$ cat src/rtl/diamond_collision.sv
// Per-frame diamond/head overlap detector: eat pulse, saturating score and relocate req/ack handshake.
// Build option SCORE_BCD_EN: score held as packed BCD (SCORE_W/4 digits) instead of plain binary.
module diamond_collision #(
    parameter int SCORE_W     = 8,
    parameter int MAX_SCORE   = 99,
    parameter int HIT_MIN_PIX = 4,
    parameter int ACK_TIMEOUT = 255
) (
    input  logic               vga_clk,
    input  logic               reset,
    input  logic               game_over,
    input  logic               snake_alive,
    input  logic               video_on,
    input  logic               frame_end,
    input  logic               diamond_pix,
    input  logic               head_pix,
    input  logic               relocate_ack,
    output logic               relocate_req,
    output logic               eat_pulse,
    output logic [SCORE_W-1:0] score,
    output logic               reloc_err
);
    localparam int OVL_W  = $clog2(HIT_MIN_PIX + 1);
    localparam int WAIT_W = (ACK_TIMEOUT > 1) ? $clog2(ACK_TIMEOUT) : 1;

    localparam logic [OVL_W-1:0]  HIT_MIN  = OVL_W'(HIT_MIN_PIX);
    localparam logic [WAIT_W-1:0] ACK_LAST = WAIT_W'(ACK_TIMEOUT - 1);

    localparam logic [1:0] SCAN = 2'd0;
    localparam logic [1:0] REQ  = 2'd1;
    localparam logic [1:0] HOLD = 2'd2;

`ifdef SCORE_BCD_EN
    function automatic logic [SCORE_W-1:0] to_bcd(input int v);
        logic [SCORE_W-1:0] r;
        int                 t;
        r = '0;
        t = v;
        for (int i = 0; i < SCORE_W / 4; i++) begin
            r[i*4 +: 4] = 4'(t % 10);
            t = t / 10;
        end
        return r;
    endfunction

    localparam logic [SCORE_W-1:0] MAX_CODE = to_bcd(MAX_SCORE);

    // Decimal ripple increment; valid BCD compares correctly as binary for the ceiling test.
    function automatic logic [SCORE_W-1:0] score_inc(input logic [SCORE_W-1:0] s);
        logic [SCORE_W-1:0] r;
        logic               carry;
        r     = s;
        carry = (s < MAX_CODE);
        for (int i = 0; i < SCORE_W / 4; i++) begin
            if (carry) begin
                if (r[i*4 +: 4] >= 4'd9) begin
                    r[i*4 +: 4] = 4'd0;
                end else begin
                    r[i*4 +: 4] = r[i*4 +: 4] + 4'd1;
                    carry       = 1'b0;
                end
            end
        end
        return r;
    endfunction
`else
    localparam logic [SCORE_W-1:0] MAX_CODE = SCORE_W'(MAX_SCORE);

    function automatic logic [SCORE_W-1:0] score_inc(input logic [SCORE_W-1:0] s);
        return (s < MAX_CODE) ? s + SCORE_W'(1) : s;
    endfunction
`endif

    logic [1:0]         state_q, state_d;
    logic [OVL_W-1:0]   ovl_q, ovl_d;
    logic [WAIT_W-1:0]  wait_q, wait_d;
    logic               req_q, req_d;
    logic               eat_q, eat_d;
    logic [SCORE_W-1:0] score_q, score_d;
    logic               err_q, err_d;
    logic               hit;

    // A pixel coinciding with frame_end belongs to no frame and is never counted.
    assign hit = video_on & diamond_pix & head_pix & ~frame_end;

    always_comb begin
        state_d = state_q;
        ovl_d   = ovl_q;
        wait_d  = wait_q;
        req_d   = req_q;
        eat_d   = 1'b0;
        score_d = score_q;
        err_d   = err_q;
        if (game_over) begin
            state_d = SCAN;
            ovl_d   = '0;
            wait_d  = '0;
            req_d   = 1'b0;
        end else begin
            if (frame_end) begin
                ovl_d = '0;
            end
            case (state_q)
                SCAN: begin
                    if (frame_end) begin
                        if (snake_alive && (ovl_q == HIT_MIN)) begin
                            eat_d   = 1'b1;
                            score_d = score_inc(score_q);
                            req_d   = 1'b1;
                            wait_d  = '0;
                            state_d = REQ;
                        end
                    end else if (hit && (ovl_q != HIT_MIN)) begin
                        ovl_d = ovl_q + OVL_W'(1);
                    end
                end
                REQ: begin
                    if (relocate_ack) begin
                        req_d   = 1'b0;
                        state_d = HOLD;
                    end else if (wait_q == ACK_LAST) begin
                        req_d   = 1'b0;
                        err_d   = 1'b1;
                        state_d = HOLD;
                    end else begin
                        wait_d = wait_q + WAIT_W'(1);
                    end
                end
                // One whole frame is skipped so the diamond has moved before detection resumes.
                HOLD: begin
                    if (frame_end) begin
                        state_d = SCAN;
                    end
                end
                default: state_d = SCAN;
            endcase
        end
    end

    always_ff @(posedge vga_clk) begin
        if (reset) begin
            state_q <= SCAN;
            ovl_q   <= '0;
            wait_q  <= '0;
            req_q   <= 1'b0;
            eat_q   <= 1'b0;
            score_q <= '0;
            err_q   <= 1'b0;
        end else begin
            state_q <= state_d;
            ovl_q   <= ovl_d;
            wait_q  <= wait_d;
            req_q   <= req_d;
            eat_q   <= eat_d;
            score_q <= score_d;
            err_q   <= err_d;
        end
    end

    assign relocate_req = req_q;
    assign eat_pulse    = eat_q;
    assign score        = score_q;
    assign reloc_err    = err_q;
endmodule

$ cat config.mk
export PLATFORM = sky130hd
export DESIGN_NAME = diamond_collision
export DESIGN_NICKNAME = d
export VERILOG_FILES = /design/src/rtl/diamond_collision.sv
export SDC_FILE = /design/constraint.sdc
export NUM_CORES = 1
export LEC_CHECK = 0
export CORE_ASPECT_RATIO = 1.25
export CORE_UTILIZATION = 56
export CTS_CLUSTER_SIZE = 20
export DETAILED_ROUTE_END_ITERATION = 6
export PLACE_DENSITY = 0.83
export SLEW_MARGIN = 25
export SYNTH_ARGS = -nofsm -noshare
export SYNTH_HDL_FRONTEND = slang
export SYNTH_SLANG_ARGS = --single-unit
$ cat constraint.sdc
create_clock -name vga_clk -period 2.65 [get_ports vga_clk]
set_input_delay 0.53 -clock vga_clk [delete_from_list [all_inputs] [get_ports vga_clk]]
set_output_delay 0.53 -clock vga_clk [all_outputs]
set_load 0.005 [all_outputs]
### Word level (Yosys, flattened, before mapping)

Index checks and enable logic that the tools add are counted.

| storage, ports and cells | value |
|---|---|
| register bits after elaboration | 24 |
| output and inout bits | 11 |
| bits of input ports | 9 |
| word-level logic and storage cells | 61 |

| operators by class | value |
|---|---|
| mux-type cells | 21 |
| add/sub/neg operators | 3 |
| bitwise gates (word level) | 7 |
| $lt $le $gt $ge | 1 |
| equality and inequality tests | 11 |
| reductions and logical operators | 11 |

Operators with widths:

| operator | count |
|---|---|
| $mux W8 | 4 |
| $add A8 B1 Y8 const B | 2 |
| $pmux W8 S2 | 1 |
| $mux W3 | 4 |
| $reduce_and A4 Y1 | 3 |
| $mux W2 | 5 |
| $ne A2 B2 Y1 const B | 5 |
| $reduce_and A5 Y1 | 2 |
| $eq A8 B8 Y1 const B | 1 |
| $lt A8 B7 Y1 const B | 1 |
| $ne A3 B3 Y1 const B | 2 |
| $pmux W2 S3 | 1 |
| $mux W1 | 5 |
| $not A1 Y1 | 4 |
| $reduce_or A4 Y1 | 1 |
| $add A3 B1 Y3 const B | 1 |
| $and A1 B1 Y1 | 3 |
| $eq A3 B3 Y1 const B | 1 |
| $eq A2 B1 Y1 const B | 1 |
| $eq A2 B2 Y1 const B | 1 |
| $logic_and A1 B1 Y1 | 2 |
| $logic_not A2 Y1 | 1 |
| $pmux W1 S2 | 1 |
| $reduce_bool A2 Y1 | 1 |
| $reduce_or A2 Y1 | 1 |

### Depth between registers and ports, before layout

Gate-level depths: netlist of run 1.

| depth | value |
|---|---|
| depth in word-level cells | 7 |
| gate-level depth with buffers | 7 |
| gate-level depth less buffers | 6 |

### Least setup slack after synthesis of run 1

Ideal clock, no wire load.

| timing | value |
|---|---|
| path kind | flip-flop to flip-flop |
| from | reg ovl_q[0] |
| to | reg score_q[3] (netlist: score[3]) |
| required time | 2580 ps |
| setup slack | 980 ps |
| stages on the path, launching flop included | 8 |
| period minus slack after synthesis | 1670 ps |
| path buffers | 1 |
| arrival time | 1600 ps |
| library setup time | 70 ps |
| path through | dfxtp_1 -> inv_1 -> ha_1 -> nand4_1 -> or3_4 -> buf_6 -> or3_1 -> a21oi_1 |

| on the way | value |
|---|---|
| longest elaborated chain between the ends | 3 |

RTL lines:

| what | RTL line | text |
|---|---|---|
| start, declared | 75 | `logic [OVL_W-1:0] ovl_q, ovl_d;` |
| start signal, assigned | 151 | `ovl_q <= ovl_d;` |
| $eq A3 B3 Y1 | 106 | `if (snake_alive && (ovl_q == HIT_MIN)) begin` |
| $logic_and A1 B1 Y1 | 106 |  |
| $reduce_and A5 Y1 (no source line) | n/a |  |
| end signal, assigned | 155 | `score_q <= score_d;` |
| end, declared | 79 | `logic [SCORE_W-1:0] score_q, score_d;` |

No other way between the ends.
A chain may end at the register's enable or synchronous reset.

### Worst setup path in the final report of run 1

| timing | value |
|---|---|
| from | in frame_end |
| to | reg wait_q[5] |

| on the way | value |
|---|---|
| longest elaborated chain between the ends | 2 |

RTL lines:

| what | RTL line | text |
|---|---|---|
| start, declared | 14 | `input logic frame_end,` |
| $ne A2 B2 Y1 (no source line) | n/a |  |
| $reduce_and A5 Y1 (no source line) | n/a |  |
| end signal, assigned | 152 | `wait_q <= wait_d;` |
| end, declared | 76 | `logic [WAIT_W-1:0] wait_q, wait_d;` |

No other way between the ends.

==> flow_metrics.tcl, run 1 <==
set metrics [dict create \
    drive_above_1_share 0.0488 \
    rsz0062_at_grt "no" \
    dpl_cell_area_um2 1420 \
    numCtsBuffers 3 \
    hold_viol_final 0 \
    slew_headroom 0.361 \
    worstSetupStartpointType "input port" \
    async_reset_ff_frac 0 \
    wl_um 2570 \
    synthSimpleGateAreaFrac 0.304 \
    synth_mux_area_frac 0.0164 \
    worstSetupPathType "input port to register" \
    yosysUniqueCellTypes 40 \
    syn-cell-area_um2 1220 \
    die_area_um2 2370 \
    synth_ff_type "dfxtp_1" \
    postCtsSetupRepairBufs 0 \
    hold_path.class "register to register" \
    fp.dieW_um 43.8 \
    peakVddDrop_uv 346 \
    min_period_ns 2.15 \
    worstHoldStart "relocate_req$_SDFFE_PP0P_" \
    leakage_nw 0.470 \
    p_seq_frac 0.621 \
    setup-tns-final_ns 0 \
    yosysMostFrequentCell "dfxtp_1" \
    yosys-top-cells-count "dfxtp_1, a21oi_1, nand3_1, o21ai_0, nor2_1" \
    arrival_ns 2.37 \
    crit_required_ns 2.87 \
    power-per-cell-area_nw_per_um2 400 \
    die_height_um 54.2 \
    grt_pass1_wl_um 4210 \
    start_util 0.603 \
    cts_buffer_depth 2 \
    cp_max_fo 14 \
    fin_skew_ns 0.0105 \
    num-fill-cells 158 \
    clkSlewWorstSetupHoldPaths_ns 0.13 \
    post_cts_resized 0 \
    grt_pass1_vias 982 \
    ioPinCount 20 \
    synth_seq_cells 24 \
    firstDrtPassIters 7 \
    p_int_mw 0.461 \
    fmax_mhz 464 \
    antenna_cells 0 \
    dp_hpwl_um 1990 \
    slew_viol_final 0 \
    htreeDepth 1 \
    synth-warning-count 0 \
    avgRoutedWirePerCell_um 13.9 \
    synth_top_area_frac 0.393 \
    violations "design-rule violations" \
    rows 18 \
    track_usage 0.238 \
    combPwrFrac 0.049 \
    startpoint "frame_end" \
    synth_top_family_by_area "simple AND/OR/NAND/NOR gates" \
    p_switching_mw 0.122 \
    grt_antenna_before_repair 0 \
    status "finished with violations" \
    finalSetupViolCount 0 \
    fin_crit_sh 0.813 \
    met1_length_um 1130 \
    clock_latency_ns 0.32 \
    grt_max_degree 15 \
    cts_tree "built" \
    drt_iter0_drc 17 \
    synth_xor_area_frac 0.00716 \
    end_kind "register" \
    place.gp.congestion 0.858 \
    dr_wl_met2_um 1330 \
    avgSynthCellArea_um2 8.49 \
    ys_seq_area_frac 0.393 \
    synth_edf_count 0 \
    synth.net_count 158 \
    fin_area_um2 1460 \
    synth_top_cell_by_area "dfxtp_1" \
    top_layer "met4" \
    overflow 0 \
    clkPwrFrac 0.330 \
    cts_root_buf "clkbuf_4" \
    synthAdderAreaFrac 0.0512 \
    switching_share 0.209 \
    synth_compound_area_frac 0.193 \
    hold_buffers 0 \
    max_slew.worst_pin.slew_ns 0.955 \
    avgViaCountPerCell 6.21 \
    cap_violations 0 \
    io_buffer_count 19 \
    reg2reg_from "ovl_q[0]$_SDFF_PP0_" \
    postSynthCellCount 144 \
    met3WireLength_um 66 \
    area_delta_synth_final_pct 19.2 \
    final_antenna_net_count 0 \
    cts_sinks 24 \
    route.detailed.drc 4 \
    vias 1143 \
    core_area_um2 2030 \
    layout.nets 179 \
    ys_top_cells_by_area "dfxtp_1, a21oi_1, ha_1" \
]
layout by cell type, fill, tap and decap left out, drive strengths merged:
cell	instances
dfxtp	24
a21oi	22
clkdlybuf4s50	19
o21ai	11
nand3	8
nor2	6
nor3	6
or3	6
inv	5
nand2	5
ha	5
nand4	4
o31ai	4
or4	4
clkbuf	4
and3	3
and4	2
nor2b	2
nand2b	2
and2	2
nor4b	2
nor4	2
mux2i	2
or2	2
or3b	2
or2b	1
a2bb2oi	1
o41ai	1
o22ai	1
nand4b	1
nand3b	1
xnor2	1
o21ba	1
o211ai	1
buf	1
state kept, by name, indices dropped and copies added (netlist names):
signal and count:
score 8, wait_q 8, ovl_q 3, state_q 2, eat_pulse 1, reloc_err 1
relocate_req 1
worst max-delay path: stages:
cell and delay (ns):
clkdlybuf4s50_1 0.50, and4_1 0.23, a2bb2oi_1 0.77, nor4_1 0.18, mux2i_1 0.16
power groups by stage:
stage	sequential [mW]	combinational [mW]	clock, mW
floorplan	0.369	0.0115	0
global placement	0.370	0.0285	0
detailed placement	0.370	0.0290	0
CTS	0.362	0.0290	0.197
global route	0.362	0.0313	0.211
finish	0.362	0.0288	0.192
stage by stage:
step | util | hold WS [ns] | setup slack (ns) | instances | total power [mW]
2_1_floorplan | - | 0.455 | 0.980 | 144 | 0.381
3_3_place_gp | 0.701 | 0.469 | 0.214 | 180 | 0.398
3_5_place_dp | 0.701 | 0.485 | 0.118 | 180 | 0.399
4_1_cts | 0.719 | 0.504 | 0.474 | 184 | 0.587
5_1_grt | 0.719 | 0.532 | 0.331 | 184 | 0.604
6_report | 0.719 | 0.508 | 0.496 | 184 | 0.583
kinds of logic after synthesis:
family	Yosys count
and+or+nand+nor	61
AOI/OAI and AO/OA	42
DFF	24
buffers and inverters	9
adders and majority gates	5
muxes	2
xor gates and xnor gates	1
worst paths after layout:
path,to,slack [ns],cells after the start
setup / recovery,wait_q[5]$_SDFFE_PP0P_,0.50,5
hold / removal,relocate_req$_SDFFE_PP0P_,0.51,2
setup reg to reg,wait_q[5]$_SDFFE_PP0P_,0.56,6
hold reg to reg,relocate_req$_SDFFE_PP0P_,0.51,2
per-layer routing:
layer  track usage  up-vias
met2         0.435       16
met1         0.277      538
met4         0.115        0
met5             0        -
li1              -      585
met3        0.0231        4
area by class of cell:
class / count / area, um2 / area share
Multi-Input combinational cell: 111 / 699 / 0.480
Inverter: 5 / 18.8 / 0.0129
Timing Repair Buffer: 20 / 198 / 0.136
Tap cell: 20 / 25.0 / 0.0172
Clock buffer: 4 / 36.3 / 0.0249
Sequential cell: 24 / 480 / 0.330
Power figures use the tool's default switching activity.
==> inputs of run 2 (changes only) <==
--- a/config.mk
+++ b/config.mk
@@ -6,10 +6,10 @@
 export NUM_CORES = 1
 export LEC_CHECK = 0
 export CORE_ASPECT_RATIO = 1.25
-export CORE_UTILIZATION = 56
+export CORE_UTILIZATION = 47
 export CTS_CLUSTER_SIZE = 20
 export DETAILED_ROUTE_END_ITERATION = 6
-export PLACE_DENSITY = 0.83
+export PLACE_DENSITY = 0.74
 export SLEW_MARGIN = 25
 export SYNTH_ARGS = -nofsm -noshare
 export SYNTH_HDL_FRONTEND = slang
==> constraint.sdc (replaced) <==
create_clock -name vga_clk -period 1.95 [get_ports vga_clk]
set_input_delay 0.39 -clock vga_clk [delete_from_list [all_inputs] [get_ports vga_clk]]
set_output_delay 0.39 -clock vga_clk [all_outputs]
set_load 0.005 [all_outputs]
==> flow_metrics.tcl, run 2 (synthesis results as in run 1) <==
set metrics [dict create \
    worstSetupStartpointType "register" \
    arrival_ns 2.10 \
    mostFrequentLayoutCells "dfxtp_1, a21oi_1, clkdlybuf4s50_1, buf_4" \
    power-per-cell-area_nw_per_um2 570 \
    final_core_util 0.642 \
    cp_top_family "simple AND/OR/NAND/NOR gates" \
    worstSetupPathType "register to register" \
    die_height_um 59.0 \
    htreeDepth 1 \
    min_period_ns 1.83 \
    numCtsBuffers 3 \
    fin_skew_ns 0.0178 \
    crit_required_ns 2.22 \
    multi_input_comb_area_um2 702 \
    cts_tree "built" \
    drt_iter0_drc 30 \
    io_buffer_count 19 \
    ioPinCount 20 \
    start_util 0.498 \
    status "completed" \
    drive_above_1_share 0.114 \
    hold_buffers 0 \
    leakage_nw 0.529 \
    layout.nets 190 \
    stdcell_count 208 \
    overflow 0 \
    slew_viol_final 0 \
    firstDrtPassIters 4 \
    peakVddDrop_uv 430 \
    critPathMaxStageDelay_ns 0.50 \
    cap_violations 0 \
    postCtsSetupRepairBufs 0 \
    slew_headroom 0.697 \
    hold-worst-slack_ns 0.497 \
    final_common_cell "dfxtp_1" \
    place.gp.congestion 0.858 \
    cts_root_buf "clkbuf_4" \
    finalSetupViolCount 0 \
    wl_um 2640 \
    rsz0062_at_grt "no" \
    grt_pass1_wl_um 4170 \
    avgViaCountPerCell 5.69 \
    crit_slowest_cell "or4_1" \
    end_kind "register" \
    critPathBufInv 2 \
    route.detailed.drc 0 \
    grt_max_degree 15 \
    hold_path.class "register to register" \
    fin_crit_sh 0.940 \
    clkSlewWorstSetupHoldPaths_ns 0.14 \
    setup-tns-final_ns 0 \
    clock_latency_ns 0.32 \
    post_cts_resized 0 \
    fmax_mhz 546 \
    fp.dieW_um 47.6 \
    path_cells "inv_1 > ha_1 > and4_4 > a2bb2oi_1 > buf_4 > or4_1 > a21oi_1" \
    max_slew.worst_pin.slew_ns 0.454 \
    area_delta_synth_final_pct 28.9 \
    seqCellArea_um2 480 \
    core_area_um2 2450 \
    hold_viol_final 0 \
    cts_buffer_depth 2 \
    die_area_um2 2810 \
    vias 1183 \
    num-fill-cells 229 \
    grt_antenna_before_repair 0 \
    track_usage 0.206 \
    avgRoutedWirePerCell_um 12.7 \
    dp_hpwl_um 2040 \
    antenna_cells 0 \
    dpl.cell_count 204 \
    rows 20 \
    grt_pass1_vias 1025 \
    final_antenna_net_count 0 \
    cts_sinks 24 \
    cp_max_fo 14 \
]
==> run 2: final timing paths <==
check	from	end	slack, ns	cells after the start
setup / recovery	ovl_q[0]$_SDFF_PP0_	wait_q[6]$_SDFFE_PP0P_	0.12	7
hold / removal	reloc_err$_SDFFE_PP0P_	reloc_err$_SDFFE_PP0P_	0.50	2
setup reg to reg	ovl_q[0]$_SDFF_PP0_	wait_q[6]$_SDFFE_PP0P_	0.12	7
hold reg to reg	reloc_err$_SDFFE_PP0P_	reloc_err$_SDFFE_PP0P_	0.50	2
==> run 2: worst reg2reg max path, cell delays in order, from the launching register on <==
cell and delay (ns):
dfxtp_1 0.34, inv_1 0.09, ha_1 0.21, and4_4 0.25, a2bb2oi_1 0.07, buf_4 0.19, or4_1 0.50, a21oi_1 0.14
==> run 2: area by class of cell <==
type | instances | share of cell area
clock buffers | 3 | 0.0143
clock inverters | 1 | 0.0191
inverters | 5 | 0.0119
multi-input cells | 111 | 0.446
flip-flops and latches | 24 | 0.305
well taps | 33 | 0.0262
repair buffers | 31 | 0.178
==> run 2: routing by layer <==
metal	share of wire	global-route usage	wire, um
met4	0.0080	0.0714	21
met3	0.027	0.0366	72
met1	0.47	0.245	1240
met2	0.50	0.358	1310
met5	0	0	0
==> run 2: power breakdown <==
| part | internal [mW] | switching (mW) |
|---|---|---|
| registers | 0.491 | 0.000588 |
| clock network | 0.208 | 0.150 |
| logic | 0.0279 | 0.0204 |
==> run 2: stage by stage <==
stage | instance area, um2 | total power, mW | setup WS [ns]
final | 1580 | 0.898 | 0.117
after global routing | 1580 | 0.931 | 0.00152
after CTS | 1570 | 0.906 | 0.104
after detailed placement | 1520 | 0.550 | -0.152
after global placement | 1520 | 0.549 | -0.0859
after floorplan | 1220 | 0.518 | 0.280
==> inputs of run 3 (changes only) <==
--- a/config.mk
+++ b/config.mk
@@ -7,6 +7,7 @@
 export LEC_CHECK = 0
 export CORE_ASPECT_RATIO = 1.25
 export CORE_UTILIZATION = 47
+export CTS_CLUSTER_DIAMETER = 150
 export CTS_CLUSTER_SIZE = 20
 export DETAILED_ROUTE_END_ITERATION = 6
 export PLACE_DENSITY = 0.74
==> results of run 3 <==
Same layout as run 2: the final DEF is identical, and so are final timing and power.
